File: config.mk
export PLATFORM = sky130hd
export DESIGN_NAME = wb_axi_write_ctrl
export DESIGN_NICKNAME = d
export VERILOG_FILES = /design/src/rtl/wb_axi_write_ctrl.sv
export SDC_FILE = /design/constraint.sdc
export NUM_CORES = 1
export LEC_CHECK = 0
export BUFFER_PORTS_ARGS = -buffer_cell sky130_fd_sc_hd__buf_2
export CAP_MARGIN = 20
export CORE_MARGIN = 3
export CORE_UTILIZATION = 45
export CTS_BUF_LIST = sky130_fd_sc_hd__clkbuf_16
export CTS_CLUSTER_DIAMETER = 50
export DETAILED_ROUTE_END_ITERATION = 8
export PLACE_DENSITY = 0.76
export SYNTH_ARGS = -nofsm -noshare
export SYNTH_HDL_FRONTEND = slang
export SYNTH_SLANG_ARGS = --single-unit
File: constraint.sdc
create_clock -name clk -period 1.8 [get_ports clk]
set_input_delay 0.36 -clock clk [delete_from_list [all_inputs] [get_ports clk]]
set_output_delay 0.36 -clock clk [all_outputs]
set_load 0.02 [all_outputs]
File: src/rtl/wb_axi_write_ctrl.sv
// rtl/wb_axi_write_ctrl.sv - write-buffer drain controller: one 16-byte line as a 4-beat AXI INCR burst
// Latches the head entry, issues AW then four W beats, waits for B, and retires the entry with a pop pulse.
module wb_axi_write_ctrl #(
  parameter logic [3:0] AWID_VAL = 4'd1
) (
  input  logic         clk,
  input  logic         rst,
  input  logic         wb_valid_i,
  input  logic [31:0]  wb_addr_i,
  input  logic [127:0] wb_data_i,
  input  logic         wb_hold_i,
  output logic         wb_pop_o,
  output logic         busy_o,
  output logic         err_o,
  output logic [3:0]   awid,
  output logic [31:0]  awaddr,
  output logic [7:0]   awlen,
  output logic [2:0]   awsize,
  output logic [1:0]   awburst,
  output logic         awvalid,
  input  logic         awready,
  output logic [31:0]  wdata,
  output logic [3:0]   wstrb,
  output logic         wlast,
  output logic         wvalid,
  input  logic         wready,
  input  logic [3:0]   bid,
  input  logic [1:0]   bresp,
  input  logic         bvalid,
  output logic         bready
);

  typedef enum logic [2:0] {
    S_IDLE = 3'd0,
    S_ADDR = 3'd1,
    S_DATA = 3'd2,
    S_RESP = 3'd3,
    S_POP  = 3'd4
  } state_t;

  state_t       state_q, state_d;
  logic [31:0]  addr_q, addr_d;
  logic [127:0] data_q, data_d;
  logic [1:0]   beat_q, beat_d;
  logic         err_q, err_d;

  // The ID is not checked and the low address bits are dropped by line alignment.
  logic unused_bits;
  assign unused_bits = ^{bid, wb_addr_i[3:0]};

  always_ff @(posedge clk or negedge rst) begin
    if (!rst) begin
      state_q <= S_IDLE;
      addr_q  <= '0;
      data_q  <= '0;
      beat_q  <= '0;
      err_q   <= 1'b0;
    end else begin
      state_q <= state_d;
      addr_q  <= addr_d;
      data_q  <= data_d;
      beat_q  <= beat_d;
      err_q   <= err_d;
    end
  end

  always_comb begin
    state_d = state_q;
    addr_d  = addr_q;
    data_d  = data_q;
    beat_d  = beat_q;
    err_d   = err_q;
    case (state_q)
      S_IDLE: begin
        if (wb_valid_i) begin
          addr_d  = {wb_addr_i[31:4], 4'b0000};
          data_d  = wb_data_i;
          beat_d  = 2'd0;
          state_d = S_ADDR;
        end
      end
      S_ADDR: begin
        if (awready) state_d = S_DATA;
      end
      S_DATA: begin
        if (wready) begin
          beat_d = beat_q + 2'd1;
          if (beat_q == 2'd3) state_d = S_RESP;
        end
      end
      S_RESP: begin
        if (bvalid) begin
          if (bresp != 2'b00) err_d = 1'b1;
          // A merge into the head during the burst means the line must be re-sent whole.
          state_d = wb_hold_i ? S_IDLE : S_POP;
        end
      end
      S_POP:   state_d = S_IDLE;
      default: state_d = S_IDLE;
    endcase
  end

  always_comb begin
    awid     = AWID_VAL;
    awlen    = 8'd3;
    awsize   = 3'b010;
    awburst  = 2'b01;
    awaddr   = addr_q;
    awvalid  = (state_q == S_ADDR);
    wvalid   = (state_q == S_DATA);
    wstrb    = 4'h0;
    wdata    = '0;
    wlast    = 1'b0;
    if (state_q == S_DATA) begin
      wstrb = 4'hF;
      wdata = data_q[{beat_q, 5'b00000} +: 32];
      wlast = (beat_q == 2'd3);
    end
    bready   = (state_q == S_RESP);
    wb_pop_o = (state_q == S_POP);
    busy_o   = (state_q != S_IDLE);
    err_o    = err_q;
  end

endmodule
Word-level counts from Yosys, hierarchy flattened:

Cells that the tools add are included.

* bits in registers: 162
* input bits: 173

* multiplexer cells: 13
* eq/ne operators: 10
* shift operators: 1
* $add $sub $neg: 1
* reductions and logical operators: 8

Operators by type and width (count)
* $shiftx 128x8->32: 1
* $mux 32: 1
* $mux 3: 6
* $pmux 3 s4: 1
* $eq 3x2->1 const B: 2
* $ne 2x1->1 const B: 3
* $reduce_and 3->1: 2
* $reduce_and 5->1: 1
* $mux 2: 2
* $mux 4: 1
* $ne 2x2->1 const B: 2
* $pmux 2 s2: 1
* $reduce_bool 2->1: 2
* $eq 3x1->1 const B: 1
* $eq 3x3->1 const B: 1
* $logic_not 3->1: 1
* $reduce_bool 3->1: 1
* $add 2x1->2 const B: 1
* $eq 2x2->1 const B: 1
* $reduce_and 2->1: 1
* $mux 1: 1

Logic depth before layout (Yosys ltp):

* depth after elaboration: 4
* depth in mapped cells: 5
* mapped depth without buffers: 4

Worst setup path after synthesis:

Ideal clock, no wire load.

* path type: reg-to-output
* start point: register state_q[0]
* end point: output port wdata[22]
* path buffers: 2
* cell stages (with the launch flop): 5
* arrival time: 1.602 ns
* setup slack: -0.162 ns
* cells stage by stage: dfrtp_1 -> clkbuf_1 -> nor3b_2 -> clkbuf_1 -> and2_1

* cells in the longest elaborated chain, start to end: 2

RTL lines
* start: declaration: line 41 `state_t state_q, state_d;`
* start signal: assignment: line 59 `state_q <= state_d;`
* $eq 3x2->1
* via wvalid: line 25 `output logic wvalid,`
* $mux 32: line 114 `if (state_q == S_DATA) begin`
* end: declaration: line 22 `output logic [31:0] wdata,`

The timed path passes the listed nets, and every way through them passes these cells.

Final worst setup path:

* start point: register beat_q[0]
* end point: output port wdata[8]

* cells in the longest elaborated chain, start to end: 2

RTL lines
* start: declaration: line 44 `logic [1:0] beat_q, beat_d;`
* start signal: assignment: line 62 `beat_q <= beat_d;`
* $shiftx 128x8->32: line 116 `wdata = data_q[{beat_q, 5'b00000} +: 32];`
* $mux 32: line 114

No other way between the ends.

==> metrics.md <==
| Metric | Value |
|---|---|
| Post-route setup slack | -461 ps |
| Multiplexer share of the synthesized area | 0.340 |
| Final setup viols | 197 |
| Area Growth Syn to Fin | 49.5% |
| Number of global-route vias before repair | 5656 |
| Global-route wire length before repair | 29.1 mm |
| Post-synthesis simple-gate area fraction | 0.0429 |
| Layout cells sized above 1 | 0.707 |
| Area contributors post-synth | dfrtp_1 (55%), mux2_2 (22%), mux4_2 (10%) |
| CP cell instances | buf_12 -> mux4_2 -> and2_1 -> buf_2 |
| Placed Instance Area | 0.00876 sq mm |
| Buffers on Ports | 235 |
| Distinct cells, synth | 28 |
| Max VDD drop | 987 uV |
| Layout fillers | 1047 |
| CTS tree | yes |
| Cell count after synthesis | 469 |
| YS warnings | 0 |
| Die area | 0.0180 sq mm |
| TritonCTS Buffers | 17 |
| Die width | 134 um |
| RSZ-0062 raised after global routing | true |
| Pwr/cell area | 1910 mW/mm^2 |
| TritonRoute pass-1 iters | 4 |
| Dpl hpwl | 12.2 mm |
| Critical path data required time | 1440 ps |
| Via count | 5182 |
| Mean post-synth cell area | 15.7 sq um |
| Largest area contributor in the netlist | dfrtp_1 |
| Crit start category | register |
| GRT Residual Overflow | 0 |
| Final nets | 935 |
| Worst stage delay on the critical path | 540 ps |
| Max clock buf depth | 2 |
| Clock Skew | 12.0 ps |
| Final ANT Viol Nets | 0 |
| Leakage | 0.00535 uW |
| Routed WL | 21.6 mm |
| Outcome | finished with violations |
| Gr usage total | 0.208 |
| Synth Area in Compound Gates | 0.00559 |
| Yosys top cell area share | 0.549 |
| Final hold viol count | 0 |
| Most frequent cells after synthesis | dfrtp_1 (162), mux2_2 (144), and2_1 (33), mux4_2 (33), buf_4 (26) |
| Worst-path maximum fanout | 16 |
| Count leader, synth | dfrtp_1 |
| Worst path arrival time | 1900 ps |
| Clock sinks | 162 |
| Max stage delay cell, worst path | mux4_2 |
| DRC | 0 |
| Largest family of logic cells by synthesized area | multiplexers |
| Largest net degree at the start of global routing | 55 |
| DP Worst Slack | -44.1 ps |
| Critical path endpoint category | primary output |
| Die height | 134 um |
| Worst-margin pin slew | 527 ps |
| Synthesized flop and latch total | 162 |
| I/O pin cnt | 265 |
| HP Class | input pin to register |
| Initial drt markers | 233 |
| Clock Latency Late Sink | 420 ps |
| Root Driver | clkbuf_16 |
| Fmax | 0.442 GHz |
| Slew HR | 0.649 |
| Wire per inst | 21.7 um |
| Syn Std Cell Area | 0.00738 sq mm |
| WHS | 70.8 ps |
| Final GP Congestion | 0.741 |
| Post-route cell area | 0.0110 sq mm |
| Critical path class | register to primary output |
| Share of synthesized flip-flops with an asynchronous set or reset | 1.00 |
| Initial core utilization | 0.463 |
| Final period util | 1.26 |
| Initial antenna violation count | 2 |
| Post-Synth XOR/XNOR Area | 0 |
| Primary FF master, synth | dfrtp_1 |
| Clock-pin slew on the worst setup and hold paths | 70 ps |
| Failing checks | setup timing |
| Register area share after synthesis | 0.549 |
| DR vias/cell | 5.22 |
| Max Slew Vio Count | 0 |
| Htree depth | 4 |
| Max-cap viol count | 0 |
| Total core area | 0.0159 sq mm |
| Period minus WS final | 2260 ps |
| Number of flops mapped to enable cells by yosys | 0 |
| Row cnt | 46 |
| Synth Area in Adders | 0.00170 |
| Final Core Density | 0.692 |
through the flow:
step	setup TNS (ps)	total power, uW	cells
finish	-37090	21100	992
global route	-47840	22100	992
CTS	-35560	18500	962
detailed placement	-372	13800	906
global placement	-69.8	13300	906
floorplan	0	11800	488
power by group:
| part | total, uW | leakage [uW] | internal (uW) | switching, uW |
|---|---|---|---|---|
| registers | 6640 | 0.00191 | 5530 | 1120 |
| clock network | 3480 | 0.000272 | 1920 | 1560 |
| logic | 10900 | 0.00318 | 6730 | 4220 |
cell families after synthesis:
logic type               after synthesis
AO/OA/AOI/OAI                          6
AND/OR/NAND/NOR                       49
multiplexers                         190
buffers and inverters                 59
other                                  2
adder cells (fa/ha/maj)                1
flip-flops                           162
cells in the final DEF, fill, tap and decap left out, types with 2 or more instances in the layout:
master        n
a22o_1        2
and2_1       25
and2_4        8
buf_12       17
buf_16        7
buf_2       217
buf_4        11
buf_6        38
buf_8         7
clkbuf_16    29
clkinv_2      3
clkinv_4      2
clkinvlp_4    3
conb_1       21
dfrtp_1     158
dfrtp_2       4
diode_2       2
inv_1         4
inv_6         5
mux2_4      156
mux4_2       33
nand2_1       4
nor2_1        4
nor3b_2       2
worst paths after layout:
kind	cells past startpoint	from	slack, ps	to
setup / recovery	4	beat_q[0]$_DFFE_PN0P_	-460	wdata[8]
hold / removal	2	wb_hold_i	70	state_q[2]$_DFFE_PN0P_
setup reg to reg	8	state_q[0]$_DFFE_PN0P_	-200	data_q[29]$_DFFE_PN0P_
hold reg to reg	1	err_o$_DFFE_PN0P_	500	err_o$_DFFE_PN0P_
max in group asynchronous	3	rst	690	state_q[0]$_DFFE_PN0P_
min in group asynchronous	2	rst	480	awaddr[24]$_DFFE_PN0P_
sequential cells by signal (all words and copies together) (netlist names):
signal,count
data_q,128
state_q,3
beat_q,2
err_o,1
awaddr,28
cell type report:
| cell class | count | area (sq um) | area share |
|---|---|---|---|
| Timing Repair Buffer | 310 | 2540 | 0.231 |
| Clock buffer | 17 | 425 | 0.0386 |
| Multi-Input combinational cell | 267 | 3590 | 0.325 |
| Clock inverter | 15 | 133 | 0.0120 |
| Tap cell | 216 | 270 | 0.0245 |
| Antenna cell | 2 | 5.00 | 0.000454 |
| Sequential cell | 162 | 4060 | 0.368 |
| Inverter | 3 | 11.3 | 0.00102 |
worst max-delay path, delay by kind of cell (launching register included):
| kind | cells | cell delay (ps) |
|---|---|---|
| DFF | 1 | 410 |
| buffers and inverters | 2 | 350 |
| muxes | 1 | 540 |
| and+or+nand+nor | 1 | 170 |
layer usage:
| layer | share of wire | GRT usage |
|---|---|---|
| met3 | 0.055 | 0.0525 |
| met1 | 0.40 | 0.249 |
| met4 | 0.022 | 0.0888 |
| met5 | 0 | 0 |
| met2 | 0.52 | 0.359 |
repair_timing:
item | CTS | global route
gates cloned | 8 | 18
buffers inserted | 15 | 13
gates resized for setup | 86 | 179
hold buffers | 1 | 0
pin swaps | 4 | 1
endpoints found under the hold margin | 48 | 0
endpoints found under the setup margin | 54 | 198
No activity file was read; power rests on OpenSTA's default activity.
